==> src/rtl/cpu_sequencer.sv <==
// -----------------------------------------------------------------------------
// cpu_sequencer
//   Control-unit FSM for a small accumulator CPU. It sequences
//   fetch / decode / execute. It drives the PC, IR, MAR, memory strobes and
//   ALU controls. It stalls on the memory ready handshake and raises a sticky
//   bus_error when a memory access hangs.
//
//   Optional feature macro: CPU_SEQ_HALT_EN
//     When defined, opcode 111 parks the sequencer in HALT (halted=1) until
//     reset. When undefined, opcode 111 is a NOP and halted is tied low.
//
// Ports
//   clock, reset             system clock; synchronous active-high reset
//   opcode [OP_W-1:0]        IR opcode field, valid in DECODE/EXEC
//   z_flag                   ALU accumulator-zero flag (used by BZ)
//   mem_ready                memory access complete this cycle
//   PC_bus/load_PC/INC_PC    program counter controls
//   Addr_bus/load_MAR/load_IR  operand drive, MAR load, IR load
//   mem_read/mem_write       memory strobes, held until mem_ready
//   ACC_bus/load_ACC/ALU_ACC accumulator controls
//   ALU_add/ALU_sub/ALU_xor  ALU operation select (one-hot or all 0)
//   bus_error                sticky memory-timeout flag
//   halted                   sequencer parked in HALT
// -----------------------------------------------------------------------------
module cpu_sequencer #(
    parameter int OP_W     = 3,
    parameter int WAIT_W   = 4,
    parameter int MAX_WAIT = 12
) (
    input  logic            clock,
    input  logic            reset,
    input  logic [OP_W-1:0] opcode,
    input  logic            z_flag,
    input  logic            mem_ready,
    output logic            PC_bus,
    output logic            load_PC,
    output logic            INC_PC,
    output logic            Addr_bus,
    output logic            load_MAR,
    output logic            load_IR,
    output logic            mem_read,
    output logic            mem_write,
    output logic            ACC_bus,
    output logic            load_ACC,
    output logic            ALU_ACC,
    output logic            ALU_add,
    output logic            ALU_sub,
    output logic            ALU_xor,
    output logic            bus_error,
    output logic            halted
);

    localparam logic [OP_W-1:0] OP_LOAD  = OP_W'(3'd0);
    localparam logic [OP_W-1:0] OP_STORE = OP_W'(3'd1);
    localparam logic [OP_W-1:0] OP_ADD   = OP_W'(3'd2);
    localparam logic [OP_W-1:0] OP_SUB   = OP_W'(3'd3);
    localparam logic [OP_W-1:0] OP_XOR   = OP_W'(3'd4);
    localparam logic [OP_W-1:0] OP_BZ    = OP_W'(3'd5);
    localparam logic [OP_W-1:0] OP_JMP   = OP_W'(3'd6);
    localparam logic [OP_W-1:0] OP_NOP   = OP_W'(3'd7);

    localparam logic [WAIT_W-1:0] WAIT_LIMIT = WAIT_W'(MAX_WAIT);
    localparam logic [WAIT_W-1:0] WAIT_SAT   = {WAIT_W{1'b1}};
    localparam logic [WAIT_W-1:0] WAIT_ONE   = WAIT_W'(1);
    localparam logic [WAIT_W-1:0] WAIT_ZERO  = WAIT_W'(0);

    typedef enum logic [2:0] {
        ST_FETCH_ADDR = 3'd0,
        ST_FETCH_DATA = 3'd1,
        ST_DECODE     = 3'd2,
        ST_EXEC       = 3'd3,
`ifdef CPU_SEQ_HALT_EN
        ST_FAULT      = 3'd4,
        ST_HALT       = 3'd5
`else
        ST_FAULT      = 3'd4
`endif
    } state_t;

    state_t            state_r;
    state_t            next_state_s;
    logic [WAIT_W-1:0] wait_cnt_r;
    logic              bus_error_r;
    logic              in_wait_s;
    logic              timeout_s;
    logic              mem_op_s;

    // Raw (ungated) decoded controls; reset gating is applied on the ports.
    logic pc_bus_s, load_pc_s, inc_pc_s, addr_bus_s, load_mar_s, load_ir_s;
    logic mem_read_s, mem_write_s, acc_bus_s, load_acc_s, alu_acc_s;
    logic alu_add_s, alu_sub_s, alu_xor_s, halted_s;

    // Memory-operand opcodes go through EXEC; the rest finish in DECODE.
    assign mem_op_s = (opcode == OP_LOAD) || (opcode == OP_STORE) ||
                      (opcode == OP_ADD)  || (opcode == OP_SUB)   ||
                      (opcode == OP_XOR);

    // A wait cycle is any memory-access cycle in which memory has not answered.
    assign in_wait_s = ((state_r == ST_FETCH_DATA) || (state_r == ST_EXEC)) && !mem_ready;
    // The counter has already seen MAX_WAIT stalled cycles; one more is a hang.
    assign timeout_s = in_wait_s && (wait_cnt_r == WAIT_LIMIT);

    // State register.
    always_ff @(posedge clock) begin
        if (reset) begin
            state_r <= ST_FETCH_ADDR;
        end else begin
            state_r <= next_state_s;
        end
    end

    // Wait-state counter: counts stalled cycles, restarts on every state change.
    always_ff @(posedge clock) begin
        if (reset) begin
            wait_cnt_r <= WAIT_ZERO;
        end else if (next_state_s != state_r) begin
            wait_cnt_r <= WAIT_ZERO;
        end else if (in_wait_s && (wait_cnt_r != WAIT_SAT)) begin
            wait_cnt_r <= wait_cnt_r + WAIT_ONE;
        end else begin
            wait_cnt_r <= wait_cnt_r;
        end
    end

    // Sticky memory-timeout flag; only reset clears it.
    always_ff @(posedge clock) begin
        if (reset) begin
            bus_error_r <= 1'b0;
        end else if (timeout_s) begin
            bus_error_r <= 1'b1;
        end else begin
            bus_error_r <= bus_error_r;
        end
    end

    // Next-state decode.
    always_comb begin
        next_state_s = state_r;
        case (state_r)
            ST_FETCH_ADDR: next_state_s = ST_FETCH_DATA;
            ST_FETCH_DATA: begin
                if (mem_ready) begin
                    next_state_s = ST_DECODE;
                end else if (timeout_s) begin
                    next_state_s = ST_FAULT;
                end else begin
                    next_state_s = ST_FETCH_DATA;
                end
            end
            ST_DECODE: begin
                if (mem_op_s) begin
                    next_state_s = ST_EXEC;
`ifdef CPU_SEQ_HALT_EN
                end else if (opcode == OP_NOP) begin
                    next_state_s = ST_HALT;
`endif
                end else begin
                    next_state_s = ST_FETCH_ADDR;
                end
            end
            ST_EXEC: begin
                if (mem_ready) begin
                    next_state_s = ST_FETCH_ADDR;
                end else if (timeout_s) begin
                    next_state_s = ST_FAULT;
                end else begin
                    next_state_s = ST_EXEC;
                end
            end
            ST_FAULT: next_state_s = ST_FAULT;
`ifdef CPU_SEQ_HALT_EN
            ST_HALT:  next_state_s = ST_HALT;
`endif
            default:  next_state_s = ST_FETCH_ADDR;
        endcase
    end

    // Output decode (Mealy on mem_ready, opcode and z_flag where needed).
    always_comb begin
        pc_bus_s    = 1'b0;
        load_pc_s   = 1'b0;
        inc_pc_s    = 1'b0;
        addr_bus_s  = 1'b0;
        load_mar_s  = 1'b0;
        load_ir_s   = 1'b0;
        mem_read_s  = 1'b0;
        mem_write_s = 1'b0;
        acc_bus_s   = 1'b0;
        load_acc_s  = 1'b0;
        alu_acc_s   = 1'b0;
        alu_add_s   = 1'b0;
        alu_sub_s   = 1'b0;
        alu_xor_s   = 1'b0;
        halted_s    = 1'b0;
        case (state_r)
            ST_FETCH_ADDR: begin
                pc_bus_s   = 1'b1;
                load_mar_s = 1'b1;
            end
            ST_FETCH_DATA: begin
                mem_read_s = 1'b1;
                load_ir_s  = mem_ready;
                inc_pc_s   = mem_ready;
            end
            ST_DECODE: begin
                addr_bus_s = 1'b1;
                if (mem_op_s) begin
                    load_mar_s = 1'b1;
                end else if (opcode == OP_JMP) begin
                    load_pc_s = 1'b1;
                end else if (opcode == OP_BZ) begin
                    load_pc_s = z_flag;
                end else begin
                    load_pc_s = 1'b0;
                end
            end
            ST_EXEC: begin
                if (opcode == OP_STORE) begin
                    acc_bus_s   = 1'b1;
                    mem_write_s = 1'b1;
                end else begin
                    mem_read_s = 1'b1;
                    load_acc_s = mem_ready;
                    // LOAD writes memory data straight into ACC; the rest go through the ALU.
                    alu_acc_s  = mem_ready && (opcode != OP_LOAD);
                    alu_add_s  = mem_ready && (opcode == OP_ADD);
                    alu_sub_s  = mem_ready && (opcode == OP_SUB);
                    alu_xor_s  = mem_ready && (opcode == OP_XOR);
                end
            end
            ST_FAULT: halted_s = 1'b0;
`ifdef CPU_SEQ_HALT_EN
            ST_HALT:  halted_s = 1'b1;
`endif
            default:  halted_s = 1'b0;
        endcase
    end

    // Reset gates every control combinationally so strobes drop in the same cycle.
    assign PC_bus    = pc_bus_s    & ~reset;
    assign load_PC   = load_pc_s   & ~reset;
    assign INC_PC    = inc_pc_s    & ~reset;
    assign Addr_bus  = addr_bus_s  & ~reset;
    assign load_MAR  = load_mar_s  & ~reset;
    assign load_IR   = load_ir_s   & ~reset;
    assign mem_read  = mem_read_s  & ~reset;
    assign mem_write = mem_write_s & ~reset;
    assign ACC_bus   = acc_bus_s   & ~reset;
    assign load_ACC  = load_acc_s  & ~reset;
    assign ALU_ACC   = alu_acc_s   & ~reset;
    assign ALU_add   = alu_add_s   & ~reset;
    assign ALU_sub   = alu_sub_s   & ~reset;
    assign ALU_xor   = alu_xor_s   & ~reset;
    assign bus_error = bus_error_r & ~reset;
    assign halted    = halted_s    & ~reset;

endmodule
==> config.mk <==
export PLATFORM = sky130hd
export DESIGN_NAME = cpu_sequencer
export DESIGN_NICKNAME = d
export VERILOG_FILES = /design/src/rtl/cpu_sequencer.sv
export SDC_FILE = /design/constraint.sdc
export NUM_CORES = 1
export LEC_CHECK = 0
export ABC_AREA = 1
export BUFFER_PORTS_ARGS = -buffer_cell sky130_fd_sc_hd__buf_4
export CORE_AREA = 5 5 42 44
export CTS_CLUSTER_DIAMETER = 100
export DETAILED_ROUTE_END_ITERATION = 8
export DIE_AREA = 0 0 47 49
export GPL_ROUTABILITY_DRIVEN = 0
export PLACE_DENSITY = 0.76
export SLEW_MARGIN = 25
export SYNTH_ARGS = -nofsm -noshare
export SYNTH_HDL_FRONTEND = slang
export SYNTH_SLANG_ARGS = --single-unit
export TNS_END_PERCENT = 30
==> constraint.sdc <==
create_clock -name clock -period 2 [get_ports clock]
set_input_delay 0.4 -clock clock [delete_from_list [all_inputs] [get_ports clock]]
set_output_delay 0.4 -clock clock [all_outputs]
set_load 0.005 [all_outputs]
# Yosys cells after proc, flatten, opt, wreduce, memory -nomap -nowiden
# Index checks and enable logic that the tools add are counted.
# op_classes
n_reduce_logical,17
add_sub_neg,1
bitwise,14
n_eq_ne,13
muxes,29
# ops
cell,count
$mux 1,21
$pmux 3 s5,1
$and 1x1->1,13
$eq 3x2->1 const B,4
$eq 3x3->1 const B,4
$mux 3,4
$logic_and 1x1->1,7
$eq 3x1->1 const B,2
$logic_not 3->1,2
$logic_or 1x1->1,5
$add 4x1->4 const B,1
$eq 4x4->1 const B,1
$ne 4x4->1 const B,1
$pmux 1 s2,2
$ne 3x3->1,1
$reduce_bool 3->1,1
$mux 2,1
$reduce_or 2->1,1
$logic_not 1->1,1
$not 1->1,1
# word_totals
out_inout_bits,16
register_bits,8
word_cells,77
input_bits,7

# Logic depth before layout (Yosys ltp)
# Gate-level depths: netlist (run 1).
# logic_depth
word_depth,9
ltp_mapped,9
depth_no_buf,9

# Worst setup path before layout (run 1)
# No wires, ideal clock.
# synth_path
kind,input to output
startpoint,input port reset
endpoint,output port mem_write
stages,5
n_path_buf,2
required_ns,1.600
setup_slack_ns,0.397
t_arrival_ns,1.203
cell_sequence,clkbuf_1 inv_1 nand2_1 nor4_1 buf_4
# synth_between
elab_chain_len,2
# synth_lines
element,line,rtl
"start, declared",31,"input logic reset,"
$not 1->1,--,
$and 1x1->1,--,
"end, declared",42,"output logic mem_write,"
# No other way between the ends.

# Final worst setup path (run 1)
# layout_path
startpoint,register state_r[2]
endpoint,output port ACC_bus
# layout_between
elab_chain_len,3
# layout_lines
element,line,rtl
"start, declared",80,state_t state_r;
"start signal, assigned",108,state_r <= next_state_s;
$eq 3x2->1,195,case (state_r)
$mux 1,195,
$and 1x1->1,248,assign ACC_bus = acc_bus_s & ~reset;
"end, declared",43,"output logic ACC_bus,"
# No other way between the ends.

==> run_results.csv, run 1 <==
group,metric,value,unit
timing,timing.fmax,551,MHz
pwr,power_density,667,mW/mm2
pwr,p_comb_share,40.0,%
floorplan,start_util,44.6,%
clock_tree,path_clk_slew,50,ps
timing,period_share,90.8,%
clock_tree,cts-root-buf,"clkbuf_4",
logic_synthesis,synth_seq_cells,8,
timing,fin_skew,1.56,ps
placement,placedCellCount,136,
setup_path,crit_fanout,5,
setup_path,crit_type,"reg -> out",
setup_path,crit_chain,"inv_2 > nand2_2 > nor2_1 > nand2_1 > nor4_2 > buf_4",
clock_tree,h-tree-depth,1,
layout,regArea,160,um2
timing,fin_ws,185,ps
detailed_routing,vias_per_cell,4.86,
layout,area_delta_synth_final,29.1,%
layout,num_antenna_cells,0,
setup_path,startpoint_type,"register",
clock_tree,cts_tree,"yes",
setup_path,rr_worst_depth,9,
floorplan,pin_count,23,
pwr,p_int,332,uW
logic_synthesis,yosysUniqueCellTypes,26,
min_path,holdPathStages,2,
pwr,power_frac_clock,23.3,%
timing,slew_viol_final,0,
timing,fin_crit,1820,ps
logic_synthesis,synth_area,624,um2
setup_path,crit_arrival,1420,ps
clock_tree,clock_path_buffers,2,
timing,hold_viol,0,
detailed_routing,wl_per_cell,10.4,um
flow_run,drv_cap,0,
logic_synthesis,ys_warn_count,0,
logic_synthesis,synth.avg_cell_area,6.00,um2
placement,port_buffers,21,
global_routing,grt_overflow,0,
min_path,hp-class,"in -> reg",
logic_synthesis,synth_edf_count,0,
global_routing,first_global_vias,581,
layout,stdcell_count,139,
setup_path,end_kind,"output port",
outcome,status,"complete, no violations",
logic_synthesis,synth_nets,113,
clock_tree,cts-hold-fix-buffers,0,
detailed_routing,ant_nets,0,
pwr,p_seq_share,36.8,%
clock_tree,cts_resized,0,
floorplan,core-area,0.00140,mm2
pwr,p_sw,205,uW
timing,finalSetupViolCount,0,
pwr,sw_frac_of_total,38.1,%
clock_tree,post_cts_buffers,0,
detailed_routing,first_pass_iters,4,
setup_path,slowest_stage,"dfxtp_1",
detailed_routing,wirelength,1450,um
clock_tree,cts_buffers,3,
logic_synthesis,netlist_instances,104,
detailed_routing,vias,676,
setup_path,critPathRequiredTime,1600,ps
global_routing,antenna_found_initial,0,
floorplan,num_rows,14,
layout,finalNetCount,134,
global_routing,grt_pass1_wl,2290,um
timing,rsz0062_at_grt,"true",
clock_tree,clk-insertion-delay-late,250,ps
layout,fillers,147,
pwr,vdd_drop_max,0.000369,V
clock_tree,clock-sinks,8,
floorplan,die_area,0.00230,mm2
global_routing,grt_usage,13.4,%
detailed_routing,drt-initial-drc-count,9,
pwr,p_leak,0.000400,uW
placement,pre_cts_ws,332,ps
logic_synthesis,synth-seq-area-share,25.7,%
layout,drive_gt1_share,26.0,%
floorplan,dieWidth,47,um
placement,dp_hpwl,1230,um
layout,multi_input_area,367,um2
detailed_routing,drcViolationCount,0,
global_routing,grt_max_degree,12,
logic_synthesis,async_flop_share,0,%
floorplan,die_y,49,um
setup_path,max_stage_delay,350,ps
logic_synthesis,synth_ff_type,"dfxtp_1",
-- cells in the final DEF (no fill, tap or decap) --
cell	count
xnor2_1	1
dfxtp_1	8
nand2_1	19
inv_2	2
nor3_1	2
nand4_1	1
buf_4	21
nor2_1	18
nor4_2	2
o21ai_1	1
a31oi_1	1
nor4_1	1
nand3_2	1
o21bai_1	1
nand3_1	7
xor2_1	1
nor2_4	1
o21ai_0	2
clkbuf_4	3
a211oi_1	1
inv_1	19
ha_1	2
nand2_2	2
conb_1	1
a21oi_1	4
a221oi_1	1
-- cell usage after synthesis (2+ instances only) --
master / instances / area (um2)
nand2_1: 19 / 71.3
nor3_1: 2 / 10.0
o21ai_0: 2 / 10.0
inv_1: 19 / 71.3
nand2_2: 2 / 12.5
nor4_1: 3 / 18.8
buf_4: 3 / 22.5
nand3_1: 7 / 35.0
ha_1: 2 / 25.0
nor2_1: 18 / 67.6
a21oi_1: 4 / 20.0
dfxtp_1: 8 / 160
inv_2: 2 / 7.51
-- worst max-delay path: cells and delay by family (launching register included) --
kind | cells | cell delay, ps
buffers and inverters | 2 | 270
DFF | 1 | 350
and+or+nand+nor | 4 | 540
-- sequential cells by signal, indices dropped and copies added (netlist names) --
register / flops
wait_cnt_r: 4
state_r: 3
bus_error_r: 1
-- final timing paths --
check,start,endpoint,slack [ps]
max,state_r[2]$_SDFF_PP0_,ACC_bus,180
min,reset,bus_error_r$_SDFFE_PP0P_,380
max reg2reg,wait_cnt_r[0]$_SDFFE_PP0P_,wait_cnt_r[1]$_SDFFE_PP0P_,730
min reg2reg,bus_error_r$_SDFFE_PP0P_,bus_error_r$_SDFFE_PP0P_,470
-- power by group through the flow --
stage | clock network (uW) | registers, uW | logic, uW
after CTS | 134 | 198 | 217
after global placement | 0 | 201 | 213
after global routing | 144 | 201 | 248
after detailed placement | 0 | 201 | 215
after floorplan | 0 | 197 | 149
final | 125 | 198 | 215
-- cell type report --
class | count | share of cell area [%]
Tap cell | 16 | 2.48
Sequential cell | 8 | 19.9
Inverter | 21 | 9.78
Clock buffer | 3 | 2.80
Multi-Input combinational cell | 70 | 45.5
Timing Repair Buffer | 21 | 19.6
-- layer usage --
| metal | global-route usage [%] | up-vias | wire [um] | share of wire (%) |
|---|---|---|---|---|
| li1 | - | 360 | - | - |
| met1 | 13.7 | 293 | 577 | 40 |
| met2 | 23.3 | 21 | 749 | 52 |
| met3 | 4.80 | 2 | 100 | 6.9 |
| met4 | 5.53 | 0 | 23 | 1.6 |
| met5 | 0 | - | 0 | 0 |
-- cell families after synthesis --
logic type / after synthesis / synth area share (%)
AOI/OAI and AO/OA: 11 / 10.4
xor gates and xnor gates: 2 / 2.81
adders and majority gates: 2 / 4.01
buffers and inverters: 26 / 17.6
DFF: 8 / 25.7
other: 1 / 0.601
and+or+nand+nor: 54 / 38.9
-- metrics by stage --
step	hold slack [ps]	power [uW]	instance area (um2)	setup TNS [ps]	util (%)
after floorplan	436	346	624	0	-
after global placement	460	413	771	0	55.0
after detailed placement	465	417	771	0	55.0
after CTS	370	548	793	0	56.6
after global routing	368	592	806	-15.5	57.5
final	380	537	806	0	57.5
No activity file was read; power rests on OpenSTA's default activity.
==> run 2: changes to the inputs <==
- CORE_AREA: 5 5 42 44 -> 8 8 45 47
- DIE_AREA: 0 0 47 49 -> 0 0 53 55
==> run_results.csv, run 2 (synthesis gave the netlist of run 1 again) <==
group,metric,value,unit
outcome,status,"complete, no violations",
timing,timing.fmax,549,MHz
clock_tree,post_cts_buffers,0,
floorplan,pin_count,23,
detailed_routing,wl_per_cell,10.9,um
clock_tree,cts_buffers,3,
clock_tree,path_clk_slew,60,ps
setup_path,critPathRequiredTime,1600,ps
floorplan,die_y,55,um
pwr,power_density,676,mW/mm2
floorplan,start_util,45.1,%
setup_path,crit_fanout,5,
clock_tree,cts_tree,"yes",
timing,fin_crit,1820,ps
detailed_routing,drcViolationCount,0,
layout,finalNetCount,134,
setup_path,crit_type,"reg -> out",
layout,area_delta_synth_final,28.1,%
clock_tree,clock_path_buffers,2,
timing,period_share,91.0,%
detailed_routing,wirelength,1520,um
timing,finalSetupViolCount,0,
detailed_routing,first_pass_iters,4,
setup_path,max_stage_delay,350,ps
global_routing,grt_overflow,0,
setup_path,slowest_stage,"dfxtp_1",
floorplan,die_area,0.00292,mm2
placement,port_buffers,21,
detailed_routing,drt-initial-drc-count,5,
flow_run,drv_cap,0,
clock_tree,clock-sinks,8,
setup_path,crit_family,"simple AND/OR/NAND/NOR gates",
global_routing,grt_usage,10.9,%
global_routing,antenna_found_initial,0,
timing,fin_ws,179,ps
timing,fin_skew,0.438,ps
detailed_routing,vias,670,
clock_tree,cts_resized,0,
global_routing,grt_max_degree,12,
layout,reg_top3,"wait_cnt_r x4, state_r x3, bus_error_r x1",
clock_tree,h-tree-depth,1,
timing,slew_viol_final,0,
placement,pre_cts_ws,392,ps
detailed_routing,vias_per_cell,4.82,
layout,drive_gt1_share,25.2,%
detailed_routing,ant_nets,0,
setup_path,cp_num_buf_inv,2,
timing,hold_viol,0,
floorplan,num_rows,14,
setup_path,crit_arrival,1420,ps
floorplan,core-area,0.00138,mm2
timing,rsz0062_at_grt,"false",
global_routing,grt_pass1_wl,2350,um
setup_path,crit_chain,"inv_2 > nand2_2 > nor2_1 > nand2_1 > nor4_1 > buf_4",
pwr,p_leak,0.000400,uW
layout,num_antenna_cells,0,
global_routing,first_global_vias,592,
layout,layout_commonest_cell,"buf_4",
layout,largest_reg_flops,4,
timing,tns,0,ps
floorplan,dieWidth,53,um
setup_path,end_kind,"output port",
pwr,vdd_drop_max,0.000301,V
clock_tree,cts-root-buf,"clkbuf_4",
clock_tree,cts-hold-fix-buffers,0,
placement,dp_hpwl,1300,um
clock_tree,clk-insertion-delay-late,260,ps
setup_path,startpoint_type,"register",
layout,layout_common_cells,"buf_4, inv_1, nand2_1",
min_path,hp-class,"in -> reg",
layout,largest_register,"wait_cnt_r",
run 2: cell counts in the layout (fill, tap and decap cells not counted):
No cell type changed its count.
run 2: metal layers:
| layer | part of all wire, % | up-vias | global-route usage (%) | wire length (um) |
|---|---|---|---|---|
| met5 | 0 | - | 0 | 0 |
| met4 | 1.5 | 0 | 6.47 | 23 |
| met3 | 11 | 5 | 4.55 | 164 |
| met2 | 50 | 18 | 22.3 | 766 |
| met1 | 37 | 288 | 8.19 | 567 |
| li1 | - | 359 | - | - |
run 2: area by class of cell:
| type | instances | area (um2) |
|---|---|---|
| Clock buffer | 3 | 22.5 |
| Fill cell | 151 | 584 |
| Inverter | 21 | 78.8 |
| Multi-Input combinational cell | 70 | 360 |
| Sequential cell | 8 | 160 |
| Tap cell | 16 | 20.0 |
| Timing Repair Buffer | 21 | 158 |
run 2: where the power goes:
part	switching, uW	internal, uW	total, uW
registers	20.3	177	197
logic	127	86.9	214
clock network	60.7	69.1	130
total	208	333	541
run 2: worst reg2reg max path: stages (launching register included):
cell and delay (ps):
dfxtp_1 360, inv_1 80, ha_1 210, inv_1 50, nor2_1 40, nand2_1 110, nand2_1 70, nor2_1 110
nand3_2 120, nor2_1 100
run 2: metrics by stage:
stage | area, um2 | utilization (%) | hold slack [ps] | power [uW] | instances
after floorplan | 624 | - | 436 | 346 | 104
after global placement | 771 | 55.7 | 459 | 415 | 136
after detailed placement | 771 | 55.7 | 463 | 417 | 136
after CTS | 793 | 57.3 | 377 | 548 | 139
final | 800 | 57.8 | 381 | 541 | 139
after global routing | 800 | 57.8 | 399 | 586 | 139
run 2: final timing paths:
path,from,to,slack (ps),cells after the start
worst max-delay path,state_r[2]$_SDFF_PP0_,ALU_add,180,6
worst max register to register,wait_cnt_r[0]$_SDFFE_PP0P_,wait_cnt_r[0]$_SDFFE_PP0P_,700,9
worst min-delay path,reset,bus_error_r$_SDFFE_PP0P_,380,2
worst min register to register,bus_error_r$_SDFFE_PP0P_,bus_error_r$_SDFFE_PP0P_,470,2
==> run 3: changes to the inputs <==
- PLACE_DENSITY: 0.76 -> 0.81
==> run_results.csv, run 3 (synthesis gave the netlist of run 1 again) <==
group,metric,value,unit
clock_tree,cts_resized,0,
setup_path,slowest_stage,"dfxtp_1",
setup_path,end_kind,"output port",
setup_path,r2r_setup_slack,720,ps
layout,layout_common_cells,"buf_4, inv_1, nand2_1",
layout,postLayoutCellArea,800,um2
timing,tns,0,ps
floorplan,core-area,0.00138,mm2
placement,dp_hpwl,1290,um
layout,area_delta_synth_final,28.1,%
outcome,status,"complete, no violations",
setup_path,startpoint,"state_r[2]$_SDFF_PP0_",
clock_tree,cts_buffers,3,
clock_tree,path_clk_slew,60,ps
setup_path,cp_num_cells,6,
setup_path,crit_family,"simple AND/OR/NAND/NOR gates",
clock_tree,cts-hold-fix-buffers,0,
layout,layout_commonest_cell,"buf_4",
global_routing,grt_max_degree,12,
layout,finalNetCount,134,
min_path,hp-class,"in -> reg",
placement,port_buffers,21,
setup_path,startpoint_type,"register",
layout,fillers,138,
clock_tree,clock_path_buffers,2,
pwr,power_density,675,mW/mm2
layout,drive_gt1_share,25.2,%
setup_path,r2r-end,"wait_cnt_r[1]$_SDFFE_PP0P_",
timing,rsz0062_at_grt,"false",
clock_tree,post_cts_buffers,0,
timing,fin_skew,4.48,ps
layout,reg_top3,"wait_cnt_r x4, state_r x3, bus_error_r x1",
floorplan,die_area,0.00292,mm2
layout,largest_register,"wait_cnt_r",
timing,finalSetupViolCount,0,
timing,timing.fmax,553,MHz
clock_tree,cts_tree,"yes",
setup_path,crit_arrival,1410,ps
global_routing,grt_usage,10.6,%
floorplan,start_util,45.1,%
floorplan,pin_count,23,
setup_path,max_stage_delay,360,ps
floorplan,num_rows,14,
clock_tree,h-tree-depth,1,
global_routing,first_global_vias,608,
timing,period_share,90.5,%
detailed_routing,drcViolationCount,0,
setup_path,crit_chain,"inv_2 > nand2_2 > nor2_1 > nand2_1 > nor4_1 > buf_4",
global_routing,grt_pass1_wl,2280,um
pwr,vdd_drop_max,0.000326,V
floorplan,die_y,55,um
layout,num_antenna_cells,0,
detailed_routing,drt-initial-drc-count,8,
placement,place_area,771,um2
global_routing,grt_overflow,0,
timing,whs,386,ps
setup_path,r2r_start,"wait_cnt_r[0]$_SDFFE_PP0P_",
detailed_routing,wirelength,1520,um
floorplan,dieWidth,53,um
setup_path,crit_fanout,5,
timing,fin_crit,1810,ps
timing,slew_viol_final,0,
clock_tree,clk-insertion-delay-late,250,ps
setup_path,critPathRequiredTime,1600,ps
setup_path,rr_worst_depth,9,
setup_path,crit_type,"reg -> out",
setup_path,crit_end,"ALU_sub",
clock_tree,cts-root-buf,"clkbuf_4",
setup_path,cp_num_buf_inv,2,
detailed_routing,vias_per_cell,4.99,
layout,largest_reg_flops,4,
timing,hold_viol,0,
detailed_routing,first_pass_iters,4,
pwr,p_leak,0.000400,uW
detailed_routing,wl_per_cell,10.9,um
clock_tree,clock-sinks,8,
detailed_routing,vias,694,
flow_run,drv_cap,0,
global_routing,antenna_found_initial,0,
detailed_routing,ant_nets,0,
==> run 3: worst min-delay path by stage <==
stage                               endpoint                      from  cells past startpoint  slack, ps
finish              bus_error_r$_SDFFE_PP0P_                     reset                      2        390
floorplan           bus_error_r$_SDFFE_PP0P_  bus_error_r$_SDFFE_PP0P_                      2        440
detailed placement  bus_error_r$_SDFFE_PP0P_  bus_error_r$_SDFFE_PP0P_                      2        470
CTS                 bus_error_r$_SDFFE_PP0P_                     reset                      2        380
global placement    bus_error_r$_SDFFE_PP0P_  bus_error_r$_SDFFE_PP0P_                      2        460
global route        bus_error_r$_SDFFE_PP0P_                     reset                      2        400
==> run 3: worst reg2reg max path: stages, from the launching register on <==
cell and delay (ps):
dfxtp_1 350, inv_1 70, ha_1 210, inv_1 50, nor2_1 30, nand2_1 110
nand2_1 70, nor2_1 110, nand3_2 110, nor2_1 100
==> run 3: per-layer routing <==
metal	vias to the layer above	routed length (um)	track usage, %
met5	-	0	0
met4	0	38	8.19
met3	5	175	4.01
met2	25	725	20.3
met1	305	581	8.54
li1	359	-	-
==> run 3: layout make-up <==
type / instances / area (um2) / area share (%)
clock buffers: 3 / 22.5 / 2.82
multi-input cells: 70 / 360 / 45.1
well taps: 16 / 20.0 / 2.50
flip-flops and latches: 8 / 160 / 20.0
repair buffers: 21 / 158 / 19.7
inverters: 21 / 78.8 / 9.86
==> run 3: power breakdown <==
part           internal, uW  switching, uW
registers               177           21.7
clock network          68.7           55.0
logic                  87.0            131
total                   333            207
==> run 3: metrics by stage <==
step	total power, uW	instances	worst slack, ps	util [%]
2_1_floorplan	346	104	397	-
3_3_place_gp	414	136	455	55.7
3_5_place_dp	420	136	407	55.7
4_1_cts	550	139	120	57.3
5_1_grt	587	139	59.2	57.8
6_report	540	139	190	57.8
